[src/rtl/br_flow_xbar_dest_decode.sv]
// Address-to-destination decode ahead of one crossbar push flow.
// Registered 2-entry skid buffer plus saturating unmapped-address counter.
module br_flow_xbar_dest_decode #(
    parameter int Width         = 1,
    parameter int AddrWidth     = 32,
    parameter int NumPopFlows   = 2,
    parameter int NumRegions    = 4,
    parameter int DefaultDestId = 0,
    parameter int ErrCountWidth = 8,
    localparam int DestIdWidth  = $clog2(NumPopFlows)
) (
    input  logic                                      clk,
    input  logic                                      rst,
    output logic                                      push_ready,
    input  logic                                      push_valid,
    input  logic [Width-1:0]                          push_data,
    input  logic [AddrWidth-1:0]                      push_addr,
    input  logic [NumRegions-1:0]                     cfg_region_enable,
    input  logic [NumRegions-1:0][AddrWidth-1:0]      cfg_region_base,
    input  logic [NumRegions-1:0][AddrWidth-1:0]      cfg_region_mask,
    input  logic [NumRegions-1:0][DestIdWidth-1:0]    cfg_region_dest_id,
    input  logic                                      err_count_clear,
    input  logic                                      pop_ready,
    output logic                                      pop_valid,
    output logic [Width-1:0]                          pop_data,
    output logic [DestIdWidth-1:0]                    pop_dest_id,
    output logic                                      pop_decode_error,
    output logic [ErrCountWidth-1:0]                  err_count
);

    typedef enum logic [1:0] {
        EMPTY,
        ONE,
        TWO
    } state_t;

    state_t                 state;
    logic                   ready_q;
    logic [Width-1:0]       skid_data;
    logic [DestIdWidth-1:0] skid_dest_id;
    logic                   skid_error;
    logic [DestIdWidth-1:0] dec_dest_id;
    logic                   dec_error;
    logic                   push_fire;
    logic                   pop_fire;

    // Ready is a flop; reset only masks it so it is high right after release.
    assign push_ready = ready_q & ~rst;
    assign push_fire  = push_valid & push_ready;
    assign pop_fire   = pop_valid & pop_ready;

    // Region decode: walk downward so the lowest-index hit is the last write.
    always_comb begin
        dec_dest_id = DestIdWidth'(DefaultDestId);
        dec_error   = 1'b1;
        for (int r = NumRegions - 1; r >= 0; r--) begin
            if (cfg_region_enable[r] &&
                ((push_addr & cfg_region_mask[r]) ==
                 (cfg_region_base[r] & cfg_region_mask[r]))) begin
                dec_dest_id = cfg_region_dest_id[r];
                dec_error   = 1'b0;
            end
        end
    end

    // Skid buffer FSM; pop side always reads from the main register.
    always_ff @(posedge clk or posedge rst) begin
        if (rst) begin
            state            <= EMPTY;
            ready_q          <= 1'b1;
            pop_valid        <= 1'b0;
            pop_data         <= '0;
            pop_dest_id      <= '0;
            pop_decode_error <= 1'b0;
            skid_data        <= '0;
            skid_dest_id     <= '0;
            skid_error       <= 1'b0;
        end else begin
            unique case (state)
                EMPTY: begin
                    if (push_fire) begin
                        pop_data         <= push_data;
                        pop_dest_id      <= dec_dest_id;
                        pop_decode_error <= dec_error;
                        pop_valid        <= 1'b1;
                        state            <= ONE;
                    end
                end
                ONE: begin
                    if (push_fire && pop_fire) begin
                        pop_data         <= push_data;
                        pop_dest_id      <= dec_dest_id;
                        pop_decode_error <= dec_error;
                    end else if (push_fire) begin
                        skid_data    <= push_data;
                        skid_dest_id <= dec_dest_id;
                        skid_error   <= dec_error;
                        ready_q      <= 1'b0;
                        state        <= TWO;
                    end else if (pop_fire) begin
                        pop_valid <= 1'b0;
                        state     <= EMPTY;
                    end
                end
                TWO: begin
                    if (pop_fire) begin
                        pop_data         <= skid_data;
                        pop_dest_id      <= skid_dest_id;
                        pop_decode_error <= skid_error;
                        ready_q          <= 1'b1;
                        state            <= ONE;
                    end
                end
                default: begin
                    state <= EMPTY;
                end
            endcase
        end
    end

    // Saturating unmapped-transfer count; clear drops a same-cycle increment.
    always_ff @(posedge clk or posedge rst) begin
        if (rst) begin
            err_count <= '0;
        end else if (err_count_clear) begin
            err_count <= '0;
        end else if (push_fire && dec_error && (err_count != '1)) begin
            err_count <= err_count + 1'b1;
        end
    end

`ifndef SYNTHESIS
    a_params: assert property (@(posedge clk)
        (Width >= 1) && (AddrWidth >= 1) && (NumPopFlows >= 2) &&
        (NumRegions >= 1) && (ErrCountWidth >= 1) &&
        (DefaultDestId >= 0) && (DefaultDestId < NumPopFlows));

    for (genvar r = 0; r < NumRegions; r++) begin : g_dest_chk
        a_dest_legal: assert property (@(posedge clk) disable iff (rst)
            cfg_region_enable[r] |->
                (int'(cfg_region_dest_id[r]) < NumPopFlows));
    end

    a_cfg_stable: assert property (@(posedge clk) disable iff (rst)
        (push_valid && !push_ready) |=>
            ($stable(cfg_region_enable) && $stable(cfg_region_base) &&
             $stable(cfg_region_mask) && $stable(cfg_region_dest_id)));

    a_push_hold: assert property (@(posedge clk) disable iff (rst)
        (push_valid && !push_ready) |=>
            (push_valid && $stable(push_data) && $stable(push_addr)));

    a_pop_hold: assert property (@(posedge clk) disable iff (rst)
        (pop_valid && !pop_ready) |=>
            (pop_valid && $stable(pop_data) && $stable(pop_dest_id) &&
             $stable(pop_decode_error)));
`endif

endmodule

[config.mk]
export PLATFORM = sky130hd
export DESIGN_NAME = br_flow_xbar_dest_decode
export DESIGN_NICKNAME = d
export VERILOG_FILES = /design/src/rtl/br_flow_xbar_dest_decode.sv
export SDC_FILE = /design/constraint.sdc
export NUM_CORES = 1
export LEC_CHECK = 0
export BUFFER_PORTS_ARGS = -buffer_cell sky130_fd_sc_hd__buf_2
export CAP_MARGIN = 5
export CORE_AREA = 2 2 123 125
export CTS_CLUSTER_DIAMETER = 150
export CTS_CLUSTER_SIZE = 30
export DETAILED_ROUTE_END_ITERATION = 8
export DIE_AREA = 0 0 125 127
export GPL_TIMING_DRIVEN = 0
export PLACE_DENSITY_LB_ADDON = 0.3
export SYNTH_ARGS = -nofsm -noshare
export SYNTH_HDL_FRONTEND = slang
export SYNTH_SLANG_ARGS = --single-unit
[constraint.sdc]
create_clock -name clk -period 3.3 [get_ports clk]
set_clock_uncertainty 0.1 [all_clocks]
set_input_delay 0.165 -clock clk [delete_from_list [all_inputs] [get_ports clk]]
set_output_delay 0.165 -clock clk [all_outputs]
set_load 0.05 [all_outputs]
After elaboration in Yosys (flattened, before gate mapping) --
Cells that the tools add are included.
Cells by class: bitwise logic cells 13, equal/unequal tests 15, muxes and demuxes 37, add/subtract/negate cells 1, multiply operators 0, divide/modulo/power cells 0, shifts and indexed selects 0, $lt $le $gt $ge 0, reduce and logical (&&, ||, !) cells 17
Operators with widths (count):
- 32-bit AND | 8
- 32-bit == test | 4
- 1-bit two-way mux | 24
- 8-bit two-way mux | 2
- 2-bit != test (second input constant) | 7
- 4-bit AND reduction | 3
- 2-bit two-way mux | 5
- 1-bit case mux with 3 select lines | 3
- 8-bit by 1-bit adder with 8-bit output (second input constant) | 1
- 8-bit != test (second input constant) | 1
- 1-bit logical AND | 7
- 2-bit case mux with 3 select lines | 1
- 2-bit nonzero test | 3
- 5-bit AND reduction | 1
- 1-bit case mux with 2 select lines | 2
- 1-bit AND | 3
- 3-bit != test (second input constant) | 1
- 3-bit AND reduction | 1
- 3-bit nonzero test | 1
- 2-bit by 1-bit == test with 1-bit output (second input constant) | 1
- 2-bit == test (second input constant) | 1
- 2-bit zero test | 1
- 1-bit inverter | 2
Storage, ports and cells: memories kept 0, output and inout port bits 13, bits in latches 0, memory bits (read-only) 0, input port bits 302, bits in writable memories 0, flip-flop bits (word level) 18

Logic depth before layout (Yosys ltp) --
Gate-level depths: netlist of run 1.
depth in word-level cells 11, depth in mapped cells 9

Worst setup path before layout of run 1 --
OpenSTA, ideal clock, no wires.
path kind flip-flop to flip-flop, start register ready_q, end register err_count[6], data arrival time 2.536 ns, buffers on the path 0, stages on the path, launching flop included 7, data required time 3.122 ns, setup slack 0.587 ns, clock period less this slack 2.713 ns, cells stage by stage dfstp_2 -> nor2b_1 -> nand2_1 -> a31oi_1 -> nand4_1 -> or3_1 -> a21oi_1
Between the ends: word-level cells in the longest chain between the ends 5
RTL lines:
- from (decl) | RTL line 38 | logic ready_q;
- from (signal assigned) | RTL line 70 | ready_q <= 1'b1;
- from (signal assigned) | RTL line 98 | ready_q <= 1'b0;
- from (signal assigned) | RTL line 110 | ready_q <= 1'b1;
- 1-bit AND | RTL line 48 | assign push_ready = ready_q & ~rst;
- via push_ready | RTL line 14 | output logic push_ready,
- 1-bit AND | RTL line 49 | assign push_fire = push_valid & push_ready;
- 1-bit logical AND (2 in series) | RTL line 127 | end else if (push_fire && dec_error && (err_count != '1)) begin
- 2-bit nonzero test (no source line)
- to (signal assigned) | RTL line 128 | err_count <= err_count + 1'b1;
- to (decl) | RTL line 28 | output logic [ErrCountWidth-1:0] err_count
The timed path passes the listed nets, and every way through them passes these cells. A chain may end at the register's enable or synchronous reset.

Worst setup path in the final report of run 1 --
start input port push_addr[13], end register pop_decode_error
Between the ends: word-level cells in the longest chain between the ends 9, elaborated cells between the ends (all ways) 19
RTL lines:
- from (decl) | RTL line 17 | input logic [AddrWidth-1:0] push_addr,
- 32-bit AND | RTL line 58 | ((push_addr & cfg_region_mask[r]) ==
- 32-bit == test | RTL line 58
- 1-bit logical AND | RTL line 57 | if (cfg_region_enable[r] &&
- 1-bit two-way mux (3 in series) | RTL line 57
- 1-bit two-way mux (*) | RTL line 57
- 1-bit two-way mux (on tied branches) | RTL line 90, 81
- 1-bit case mux with 3 select lines (*) | RTL line 79 | unique case (state)
- to (signal assigned) | RTL line 84 | pop_decode_error <= dec_error;
- to (signal assigned) | RTL line 93 | pop_decode_error <= dec_error;
- to (signal assigned) | RTL line 109 | pop_decode_error <= skid_error;
- to (decl) | RTL line 27 | output logic pop_decode_error,
Every way passes the cells marked *; elsewhere a longest branch is shown, timed or not. The select of a mux whose other input is x is not followed.

==> metrics.yaml, run 1 <==
status: "finished, final reports clean"
antenna_found_initial: 5
regMostFlops: "err_count"
max_cap_violations: 0
ys_top_cells_by_area: "xor2_1 (35%), a22oi_1 (19%), dfrtp_1 (13%)"
portBuffers: 313
reg_top3: "err_count: 8 flops, state: 2 flops"
cts.sink_count: 18
grtUsageMet3: 0.0444
ir_drop_mv: 0.141
fin_crit_ns: 2.48
worstPathMaxFanout: 10
synth_nets: 712
cts_buffer_depth: 2
finalSetupTns_ns: 0
cts-resized-gates: 0
start_util: 0.221
fp-row-count: 44
grtUsageTotal: 0.235
fin_crit_sh: 0.751
clock_latency_ns: 0.25
required_ns: 3.33
via_count: 4547
slew_violations: 0
start_kind: "input pin"
fmax_mhz: 404
final_nets: 1031
grt_pass1_vias: 4651
synthMuxAreaShare: 0.0138
io_pins: 315
grtUsageMet1: 0.292
synth-main-ff-cell: "dfrtp_1"
wl_mm: 19.8
synth.most_common_cell: "xor2_1"
ys_ff_latch: 18
synth_top_area_share: 0.352
ys_async_sr_fraction: 1.00
multi_input_area_mm2: 0.00270
rsz0062_at_grt: "no"
worst_pin_slew_ns: 0.669
fillers: 1616
synthAdderAreaFrac: 0.00393
cts_tree: "done"
p_leak_nw: 2.65
vias_per_cell: 4.98
synth-seq-area-share: 0.142
yosys.area_share.xor_xnor: 0.352
met2_usage: 0.421
syn-instance-count: 409
synth-compound-area-share: 0.274
p_total_w: 0.00107
ant_nets: 0
synthesis.area_mm2: 0.00318
drc: 0
worstSetupPathType: "in -> reg"
busiest_layer: "met2"
ys_top_cells_by_count: "xor2_1 (128), a22oi_1 (82), nand2_1 (50)"
syn_area_per_cell_um2: 7.78
yosysTopAreaCell: "xor2_1"
synth_top_family_by_area: "XOR/XNOR gates"
cp.arrival_ns: 2.51
drt_iter0_markers: 266
slew_headroom: 0.553
cp-end-kind: "flop"
largest_register_ff_count: 8
seqCellArea_um2: 452
finalSetupViolCount: 0
power-per-cell-area_mw_per_mm2: 211
hold_class: "in -> reg"
synth_simple_gate_area_frac: 0.205
dp_hpwl_mm: 17.7
dr.pass1.iters: 5
die_area_mm2: 0.0159
yosys_warnings: 0
grt_pass1_wl_mm: 27.9
cts-buffers-inserted: 3
grt_overflow: 0
ys_types: 40
holdBufCountCts: 1
cts_setup_buffers: 0
die_y_um: 127
drive_above_1_share: 0.443
grt_max_degree: 19
wl_per_cell_um: 21.7
syn_to_final_growth_pct: 59.4
clk_pin_slew_ns: 0.05
hold_viol_final: 0
synth_edf_count: 0
gp_congestion: 0.874
cts_root_buffer: "clkbuf_16"
cts_max_level: 1
core-area_mm2: 0.0144
die_w_um: 125
-- critical path, cell delays in order --
cell and delay [ns]:
buf_2 0.18, xor2_1 0.18, a22oi_1 0.39, nand4_1 0.14, nor4_1 0.38, a22oi_1 0.23
nand3_2 0.23, buf_2 0.26, o21ai_1 0.08, mux2_2 0.27
-- cell type report --
cell class,count,share of cell area
multi-input combinational,384,0.533
timing repair buffer,314,0.311
sequential,18,0.0890
tap,184,0.0454
clock buffer,4,0.0155
inverter,4,0.00296
buffer,3,0.00247
antenna,2,0.000987
-- routing by layer --
metal,up-vias,wire (µm)
met4,6,510
met5,-,41
met2,229,9630
met3,32,1500
met1,2067,8090
li1,2213,-
-- layout by cell type (no fill, tap or decap), types with 2 or more instances in the layout --
cell type,n
buf_2,314
xor2_1,128
a22oi_1,82
nand2_1,50
nand4_1,27
nand3_1,17
dfrtp_1,17
a21oi_1,14
o21ai_1,9
or3_1,8
nor2_1,7
nor4_1,7
a222oi_1,5
inv_1,4
mux2_2,3
and3_1,3
clkbuf_16,3
diode_2,2
nor2b_1,2
clkbuf_1,2
nor3_1,2
nand3b_1,2
-- path summary, 6_finish.rpt --
path / startpoint / to / slack (ns) / cells past startpoint
min reg2reg: pop_data / pop_data / 0.37 / 2
min in group asynchronous: rst / err_count[6] / 0.46 / 3
max: push_addr[13] / pop_decode_error / 0.82 / 10
max reg2reg: ready_q / err_count[0] / 1.19 / 6
max in group asynchronous: rst / skid_data / 2.21 / 3
min: pop_ready / state[1] / 0.01 / 2
-- per-stage QoR --
stage	worst slack, ns	std cells	area [µm²]	util	hold slack, ns
after CTS	0.828	911	5070	0.351	0.0116
final	0.822	913	5070	0.352	0.0141
after global placement	0.576	906	4980	0.345	0.216
after global routing	0.662	911	5070	0.351	0.0220
after detailed placement	0.581	906	4980	0.345	0.220
after floorplan	0.587	409	3180	-	0.00284
-- cells by family (layout without fill, tap and decap cells) --
group	after synthesis	count (layout)
flip-flops	18	18
other	0	2
XOR/XNOR	128	128
AND/OR/NAND/NOR	129	129
AO/OA/AOI/OAI	122	122
buffers and inverters	7	325
adder cells (fa/ha/maj)	1	1
multiplexers	4	4
-- where the power goes --
group	switching [W]	internal [W]
Combinational	0.000333	0.000273
Clock	0.0000819	0.000164
Sequential	0	0.000221
Total	0.000415	0.000658
Power figures use the tool's default switching activity.
==> run 2, diff against run 1 <==
Settings changed: CORE_AREA 2 2 123 125 to 2 2 121 123, DIE_AREA 0 0 125 127 to 0 0 123 125.
Clock period 3.3 ns to 2.5 ns, I/O delays scaled along.
==> metrics.yaml, run 2 (synthesis results as in run 1) <==
hold_class: "in -> reg"
max_cap_violations: 0  # unchanged
drt_iter0_markers: 238  # -11%
cts_setup_buffers: 0  # unchanged
grt_overflow: 0  # unchanged
grtUsageTotal: 0.237  # +0.00190
reg2reg_slack_ns: 0.41  # -0.78 ns
cts-buffers-inserted: 3  # unchanged
ff2ff_path_depth: 6  # unchanged
busiest_layer: "met2"
fmax_mhz: 436
die_w_um: 123  # -1.6%
slew_violations: 0  # unchanged
clk_pin_slew_ns: 0.05  # about the same
required_ns: 2.53  # -0.80 ns
hold_viol_final: 0  # unchanged
cts_root_buffer: "clkbuf_16"
fillers: 1575  # -2.5%
wl_mm: 19.0  # -3.7%
mostFrequentLayoutCells: "buf_2 (314), xor2_1 (128), a22oi_1 (80), nand2_1 (50), nand4_1 (27)"
power-per-cell-area_mw_per_mm2: 284  # +34%
portBuffers: 313  # unchanged
fin_crit_ns: 2.30
finalSetupTns_ns: 0  # unchanged
cts.sink_count: 18  # unchanged
cts_buffer_depth: 2  # unchanged
crit_path_start: "push_addr[16]"
layout_commonest_cell: "buf_2"
worstPathMaxFanout: 10  # unchanged
vias_per_cell: 4.99  # +0.11%
clock_latency_ns: 0.25  # about the same
grtUsageMet3: 0.0566  # +0.0122
finalSetupViolCount: 0  # unchanged
fp-row-count: 44  # unchanged
ant_nets: 0  # unchanged
reg_top3: "err_count: 8 flops, state: 2 flops"
die_area_mm2: 0.0154  # -3.1%
worstSetupEndpoint: "pop_decode_error"
worstSetupPathType: "in -> reg"
status: "finished, final reports clean"
final_nets: 1032  # +0.097%
largest_register_ff_count: 8  # unchanged
slew_headroom: 0.530  # -0.0233
rsz0062_at_grt: "no"
p_leak_nw: 2.66  # +0.40%
dr.pass1.iters: 7  # +2
cp-end-kind: "flop"
dp_hpwl_mm: 17.0  # -3.8%
start_kind: "input pin"
start_util: 0.224  # +0.00342
p_total_w: 0.00145  # +35%
grt_pass1_wl_mm: 26.8  # -4.0%
cts_tree: "done"
fin_crit_sh: 0.918
core-area_mm2: 0.0142  # -1.5%
grt_max_degree: 19  # unchanged
multi_input_area_mm2: 0.00272  # +0.69%
syn_to_final_growth_pct: 60.6
gp_congestion: 0.955  # +9.2%
drc: 0  # unchanged
grt_pass1_vias: 4599  # -1.1%
drive_above_1_share: 0.449  # +0.00626
antenna_found_initial: 2  # -3
via_count: 4557  # +0.22%
ir_drop_mv: 0.261  # +86%
regMostFlops: "err_count"
die_y_um: 125  # -1.6%
reg2reg_to: "err_count[0]"
cp.arrival_ns: 2.33  # -0.18 ns
worstReg2RegStart: "ready_q"
worst_pin_slew_ns: 0.704  # +0.0349 ns
met2_usage: 0.421  # about the same
io_pins: 315  # unchanged
cts_max_level: 1  # unchanged
grtUsageMet1: 0.284  # -0.00795
seqCellArea_um2: 452  # unchanged
wl_per_cell_um: 20.8  # -3.8%
## run 2: cell count changes in the layout (fill, tap and decap cells not counted), sizes merged
cell         change
dlygate4sd3      +1
## run 2: layer usage
| layer | part of all wire | up-vias | wire length, µm |
|---|---|---|---|
| met5 | 0 | - | 0 |
| met4 | 0.023 | 0 | 444 |
| met3 | 0.091 | 21 | 1740 |
| met2 | 0.49 | 251 | 9290 |
| met1 | 0.40 | 2072 | 7570 |
| li1 | - | 2213 | - |
## run 2: worst min path at each step
stage                     slack, ns            to  cells after the start       from
after floorplan               -0.04  err_count[0]                      1        rst
after CTS                      0.03     skid_data                      2  push_data
final                          0.04     skid_data                      2  push_data
after global placement         0.19  err_count[6]                      2        rst
after global routing           0.05     skid_data                      2  push_data
after detailed placement       0.20  err_count[6]                      2        rst
## run 2: final cells by class
class / instances / share of cell area
diodes: 2 / 0.000979
plain buffers: 3 / 0.00245
clock buffers: 4 / 0.0174
inverters: 4 / 0.00294
multi-input cells: 384 / 0.532
flip-flops and latches: 18 / 0.0884
well taps: 184 / 0.0450
repair buffers: 315 / 0.310
## run 2: metrics by stage
| step | setup slack (ns) | utilization | hold slack, ns | instance area, µm² | std cells |
|---|---|---|---|---|---|
| 3_3_place_gp | -0.215 | 0.351 | 0.194 | 4980 | 906 |
| 3_5_place_dp | -0.233 | 0.351 | 0.196 | 4980 | 906 |
| 6_report | 0.205 | 0.360 | 0.0376 | 5110 | 914 |
| 2_1_floorplan | 0.122 | - | -0.0372 | 3180 | 409 |
| 4_1_cts | 0.0347 | 0.358 | 0.0340 | 5090 | 912 |
| 5_1_grt | 0.0342 | 0.360 | 0.0475 | 5110 | 914 |
## run 2: what timing repair did
| action | CTS | global route |
|---|---|---|
| setup endpoints to repair | 0 | 2 |
| hold buffers | 2 | 0 |
| hold endpoints to repair | 18 | 0 |
| gates resized for setup | 0 | 3 |
## run 2: critical path: stages
cell	delay, ns
buf_2	0.16
xor2_1	0.17
a22oi_1	0.40
nand4_1	0.17
nor4_1	0.33
a22oi_1	0.18
nand3_2	0.20
buf_2	0.26
o21ai_1	0.08
mux2_2	0.26
## run 2: report_power, final
group / switching (W) / internal (W)
clock: 0.000112 / 0.000243
combinational: 0.000442 / 0.000363
sequential: 0 / 0.000292
total: 0.000553 / 0.000898
